===== src/rtl/clock_controller_pkg.sv =====
// Shared types for the run/halt/step clock sequencer.
package clock_controller_pkg;

  localparam int unsigned DATAWIDTH = 16;

  // Sequencer state; drain is RUN with a pending halt, not a separate state.
  typedef enum logic [1:0] {
    HALTED = 2'd0,
    RUN    = 2'd1,
    STEP   = 2'd2
  } state_e;

  // Reason for the most recent stop, visible to the debug card.
  typedef enum logic [1:0] {
    HC_RESET = 2'd0,
    HC_USER  = 2'd1,
    HC_BREAK = 2'd2,
    HC_STEP  = 2'd3
  } halt_cause_e;

endpackage


===== src/rtl/clock_phase_gen.sv =====
// Instruction phase counter: clear/advance, one-hot decode and last-phase flag.
module clock_phase_gen #(
  parameter int unsigned NPHASE = 4
) (
  input  logic              clk,
  input  logic              rst,
  input  logic              clr,
  input  logic              adv,
  output logic [NPHASE-1:0] onehot,
  output logic              last
);

  localparam int unsigned PW = (NPHASE > 1) ? $clog2(NPHASE) : 1;

  logic [PW-1:0] phase_q;

  assign last = (phase_q == PW'(NPHASE - 1));

  // Phase register; wraps to 0 after the last phase.
  always_ff @(posedge clk) begin
    if (rst || clr) begin
      phase_q <= '0;
    end else if (adv) begin
      phase_q <= last ? '0 : phase_q + PW'(1);
    end
  end

  // One-hot decode of the current phase.
  always_comb begin
    onehot = '0;
    for (int unsigned i = 0; i < NPHASE; i++) begin
      onehot[i] = (phase_q == PW'(i));
    end
  end

endmodule


===== src/rtl/clock_controller.sv =====
// Run/halt/single-step sequencer producing per-instruction phase enables.
module clock_controller
  import clock_controller_pkg::*;
#(
  parameter int unsigned NPHASE = 4,
  parameter int unsigned AW     = DATAWIDTH,
  parameter int unsigned CNTW   = 32
) (
  input  logic              clk,
  input  logic              rst,
  input  logic              run_req,
  input  logic              halt_req,
  input  logic              step_req,
  input  logic [AW-1:0]     pc,
  input  logic              bp_en,
  input  logic [AW-1:0]     bp_addr,
  input  logic              clr_count,
  output logic [NPHASE-1:0] phase_en,
  output logic              insn_done,
  output logic              running,
  output logic              halted,
  output logic [1:0]        halt_cause,
  output logic [CNTW-1:0]   instr_count
);

  state_e        state_q, state_d;
  halt_cause_e   cause_q, cause_d;
  logic          pend_q, pend_d;
  logic [NPHASE-1:0] phase_onehot;
  logic          phase_last;
  logic          bp_hit;

  clock_phase_gen #(.NPHASE(NPHASE)) u_phase (
    .clk    (clk),
    .rst    (rst),
    .clr    (state_q == HALTED),
    .adv    (state_q != HALTED),
    .onehot (phase_onehot),
    .last   (phase_last)
  );

  // Breakpoint compares the next pc, so the stop precedes that instruction.
  assign bp_hit = bp_en && (pc == bp_addr);

  // Outputs decoded purely from registered state.
  assign running    = (state_q != HALTED);
  assign halted     = (state_q == HALTED);
  assign phase_en   = running ? phase_onehot : '0;
  assign insn_done  = running && phase_last;
  assign halt_cause = 2'(cause_q);

  // State, pending-halt and cause registers.
  always_ff @(posedge clk) begin
    if (rst) begin
      state_q <= HALTED;
      cause_q <= HC_RESET;
      pend_q  <= 1'b0;
    end else begin
      state_q <= state_d;
      cause_q <= cause_d;
      pend_q  <= pend_d;
    end
  end

  // Next-state logic; stops only at instruction boundaries.
  always_comb begin
    state_d = state_q;
    cause_d = cause_q;
    pend_d  = pend_q;
    unique case (state_q)
      HALTED: begin
        if (run_req) begin
          state_d = RUN;
        end else if (step_req) begin
          state_d = STEP;
        end
      end
      RUN: begin
        if (halt_req) begin
          pend_d = 1'b1;
        end
        if (phase_last) begin
          if (bp_hit) begin
            state_d = HALTED;
            cause_d = HC_BREAK;
          end else if (pend_q || halt_req) begin
            state_d = HALTED;
            cause_d = HC_USER;
          end
        end
      end
      STEP: begin
        if (phase_last) begin
          state_d = HALTED;
          cause_d = bp_hit ? HC_BREAK : HC_STEP;
        end
      end
      default: begin
        state_d = HALTED;
      end
    endcase
    if (state_d == HALTED) begin
      pend_d = 1'b0;
    end
  end

  // Retired-instruction counter; clear beats a coincident increment.
  always_ff @(posedge clk) begin
    if (rst || clr_count) begin
      instr_count <= '0;
    end else if (insn_done) begin
      instr_count <= instr_count + CNTW'(1);
    end
  end

endmodule


===== config.mk =====
export PLATFORM = sky130hd
export DESIGN_NAME = clock_controller
export DESIGN_NICKNAME = d
export VERILOG_FILES = /design/src/rtl/clock_controller_pkg.sv /design/src/rtl/clock_phase_gen.sv /design/src/rtl/clock_controller.sv
export SDC_FILE = /design/constraint.sdc
export NUM_CORES = 1
export LEC_CHECK = 0
export CAP_MARGIN = 20
export CORE_UTILIZATION = 35
export DETAILED_ROUTE_END_ITERATION = 8
export GPL_TIMING_DRIVEN = 0
export PLACE_DENSITY = 0.67
export SYNTH_ARGS = -nofsm -noshare
export SYNTH_HDL_FRONTEND = slang
export SYNTH_SLANG_ARGS = --single-unit

===== constraint.sdc =====
create_clock -name clk -period 2.76 [get_ports clk]
set_clock_uncertainty 0.15 [all_clocks]
set_input_delay 0.552 -clock clk [delete_from_list [all_inputs] [get_ports clk]]
set_output_delay 0.552 -clock clk [all_outputs]
set_load 0.03 [all_outputs]

==> results.py <==
metrics = {
    "global_routing": {
        "grt_pass1_vias": 1910,
        "grt_antenna_before_repair": 0,
        "grt_start_max_net_pins": 12,
        "groute.usage.overall": 0.171,
        "grt_pass1_wl_um": 8360,
        "grt.overflow.total": 0,
    },
    "sta": {
        "hold_violations": 0,
        "finalSetupViolCount": 0,
        "report.final.slew_viol_count": 0,
        "tightestPinTransition_ns": 0.708,
        "rsz0062_at_grt": "false",
        "finalCritPeriodShare": 0.932,
        "post-route-min-period_ns": 2.57,
        "tns_ns": 0,
        "setup_slack_ns": 0.188,
        "max_freq_mhz": 389,
        "max_slew_margin": 0.524,
    },
    "worst_setup_path": {
        "cpMaxStageDelayCell": "clkdlybuf4s50_1",
        "slowest_delay_ns": 0.76,
        "critPathBufInv": 2,
        "cp_data_arrival_time_ns": 1.87,
        "critical_path_peak_fanout": 10,
        "cp.required_ns": 2.06,
        "rrSetupSlack_ns": 0.56,
        "r2r-end": "instr_count[31]$_SDFFE_PP0P_",
        "endpoint_kind": "primary output",
        "critPathKind": "reg2out",
        "endpoint": "halted",
        "rr_worst_depth": 6,
        "crit_cells": 3,
        "startpoint": "state_q[1]$_SDFF_PP0_",
        "path_cells": "buf_4, nor2_2, clkdlybuf4s50_1",
        "r2r_start": "u_phase.phase_q[0]$_SDFFE_PP0N_",
        "crit_family": "buffers and inverters",
        "start_kind": "flop",
    },
    "power": {
        "ir_worst_vdd_v": 0.000157,
        "p_leak_uw": 0.00104,
        "fin_total_pwr_uw": 1150,
        "powerDensity_nw_per_um2": 377,
    },
    "synth": {
        "synth_seq_cells": 39,
        "syn_nets": 284,
        "synthAdderAreaFrac": 0.0305,
        "synth_edf_count": 0,
        "synth_xor_xnor_area_share": 0.188,
        "synthSimpleGateAreaFrac": 0.292,
        "muxShareOfSynthArea": 0,
        "synth_cells": 240,
        "synth_top_family_by_area": "simple AND/OR/NAND/NOR gates",
        "synth_area_um2": 2050,
        "ys.flop_type": "dfxtp_1",
        "synth.avg_cell_area_um2": 8.54,
        "synthArstFlopShare": 0,
        "yosysSeqAreaShare": 0.381,
        "ys.warnings.count": 0,
        "synth_compound_area_frac": 0.0665,
        "synth_cell_types": 36,
    },
    "floorplanning": {
        "ios": 80,
        "initial_core_util": 0.368,
        "die_x_um": 78.5,
        "core_area_um2": 5570,
        "dieArea_um2": 6170,
        "fp.dieH_um": 78.5,
        "rows": 27,
    },
    "status": {
        "status": "finished, final reports clean",
    },
    "drt": {
        "drtIter0Drc": 70,
        "drc": 0,
        "viasPerCell": 4.94,
        "drt-total-wl_um": 4930,
        "drtPass1Iterations": 4,
        "drt.antenna.violating_nets": 0,
        "vias": 1973,
        "wl_per_cell_um": 12.4,
    },
    "clocking": {
        "cts_tree": "done",
        "clk_latency_ns": 0.29,
        "cts_setup_buffers": 0,
        "path_clk_slew_ns": 0.07,
        "clockBufferDepth": 2,
        "cts_buffers": 5,
        "clock-sinks": 39,
        "htreeDepth": 2,
        "root_buffer": "clkbuf_8",
    },
    "placed_design": {
        "dp.cells": 391,
        "hpwlAfterDp_um": 3870,
        "post-place-ws_ns": 0.0215,
        "routabilityCongestion": 0.834,
        "portBuffers": 79,
    },
    "hold_path": {
        "min_delay_path_depth": 2,
        "hold_path_class": "reg2reg",
    },
    "layout": {
        "nFillCells": 540,
        "fin_cells": 399,
        "drive_above_1_share": 0.0612,
        "nNetsFinal": 370,
        "area_delta_synth_final_pct": 48.1,
        "antenna_cells": 0,
    },
    "flow_run": {
        "cap_violations": 0,
    },
}
## cells in the mapped netlist (all sizes together), types with 2 or more instances
library cell / instances / area share
o211ai: 2 / 0.014
or3: 5 / 0.015
a21oi: 10 / 0.024
dfxtp: 39 / 0.38
ha: 5 / 0.031
clkbuf: 5 / 0.0098
nor4: 8 / 0.032
inv: 11 / 0.020
o21ai: 4 / 0.0098
buf: 4 / 0.012
and3: 7 / 0.021
nand3: 8 / 0.022
nor2b: 5 / 0.015
and4: 3 / 0.013
nor3b: 2 / 0.0073
xnor2: 27 / 0.12
xor2: 17 / 0.073
nand4: 16 / 0.052
nor2: 35 / 0.064
nand2: 13 / 0.024
nor3: 5 / 0.012
## logic make-up (layout without fill, tap and decap cells)
kind of cell / after synthesis / in the layout
compound gates: 21 / 21
fa+ha+maj: 5 / 5
simple gates: 111 / 111
xor+xnor: 44 / 44
flops: 39 / 39
buf+inv: 20 / 107
## worst min path at each step
stage | start | to | slack [ns]
6_report | instr_count[31]$_SDFFE_PP0P_ | instr_count[31]$_SDFFE_PP0P_ | 0.34
5_1_grt | instr_count[31]$_SDFFE_PP0P_ | instr_count[31]$_SDFFE_PP0P_ | 0.37
4_1_cts | instr_count[31]$_SDFFE_PP0P_ | instr_count[31]$_SDFFE_PP0P_ | 0.34
3_5_place_dp | instr_count[31]$_SDFFE_PP0P_ | instr_count[31]$_SDFFE_PP0P_ | 0.33
3_3_place_gp | instr_count[31]$_SDFFE_PP0P_ | instr_count[31]$_SDFFE_PP0P_ | 0.32
2_1_floorplan | u_phase.phase_q[0]$_SDFFE_PP0N_ | u_phase.phase_q[0]$_SDFFE_PP0N_ | 0.31
## power breakdown
part | internal (uW) | switching, uW
clock network | 228 | 194
registers | 567 | 2.52
logic | 86.4 | 66.6
## worst min-delay path: stages, from the launching register on
cell and delay, ns:
dfxtp_1 0.32, o31ai_1 0.06, a21oi_1 0.05
## flip-flops by register name, indices dropped and copies added (netlist names)
register and count:
instr_count 32, halt_cause 2, state_q 2, u_phase.phase_q 2, pend_q 1
## per-layer routing
layer	vias up	global-route usage	wire, um
li1	993	-	-
met1	906	0.220	2250
met2	65	0.275	2310
met3	9	0.0360	277
met4	0	0.0722	88
met5	-	0	0
## per-stage QoR
| stage | hold WS [ns] | util | cell area, um^2 |
|---|---|---|---|
| 3_5_place_dp | 0.331 | 0.526 | 2930 |
| 2_1_floorplan | 0.305 | - | 2050 |
| 6_report | 0.335 | 0.545 | 3040 |
| 5_1_grt | 0.372 | 0.545 | 3040 |
| 3_3_place_gp | 0.316 | 0.526 | 2930 |
| 4_1_cts | 0.342 | 0.545 | 3040 |
## what timing repair did
| item | CTS | global route |
|---|---|---|
| resized for setup | 5 | 0 |
| hold buffers | 0 | 0 |
| setup endpoints to repair | 3 | 0 |
## layout by cell type, fill, tap and decap left out, types with 2 or more instances in the layout
master           netlist  layout
dlygate4sd2_1          0       2
nor2_2                 0       2
clkdlybuf4s50_1        0      77
dfxtp_1               39      39
nor3b_1                2       2
buf_4                  2       2
and4_1                 3       3
nor2b_1                5       5
nor2_1                35      33
nand4_1               15      15
nor3_1                 5       5
xor2_1                17      17
or3_1                  5       5
clkbuf_8               0       7
ha_1                   5       4
and3_1                 7       7
nand3_1                7       7
a21oi_1               10      10
xnor2_1               27      27
buf_2                  2       2
o21ai_0                4       4
nand2_1               13      13
nor4_1                 7       7
clkbuf_1               4       5
inv_1                 11      11
## final cells by class
type | instances | area [um^2] | area share
sequential | 39 | 781 | 0.257
multi-input combinational | 181 | 1190 | 0.392
inverter | 11 | 41.3 | 0.0136
buffer | 9 | 45.0 | 0.0148
timing repair buffer | 79 | 788 | 0.260
tap | 72 | 90.1 | 0.0297
clock buffer | 8 | 100 | 0.0330
Note: power is estimated with default switching activity, not from simulation.
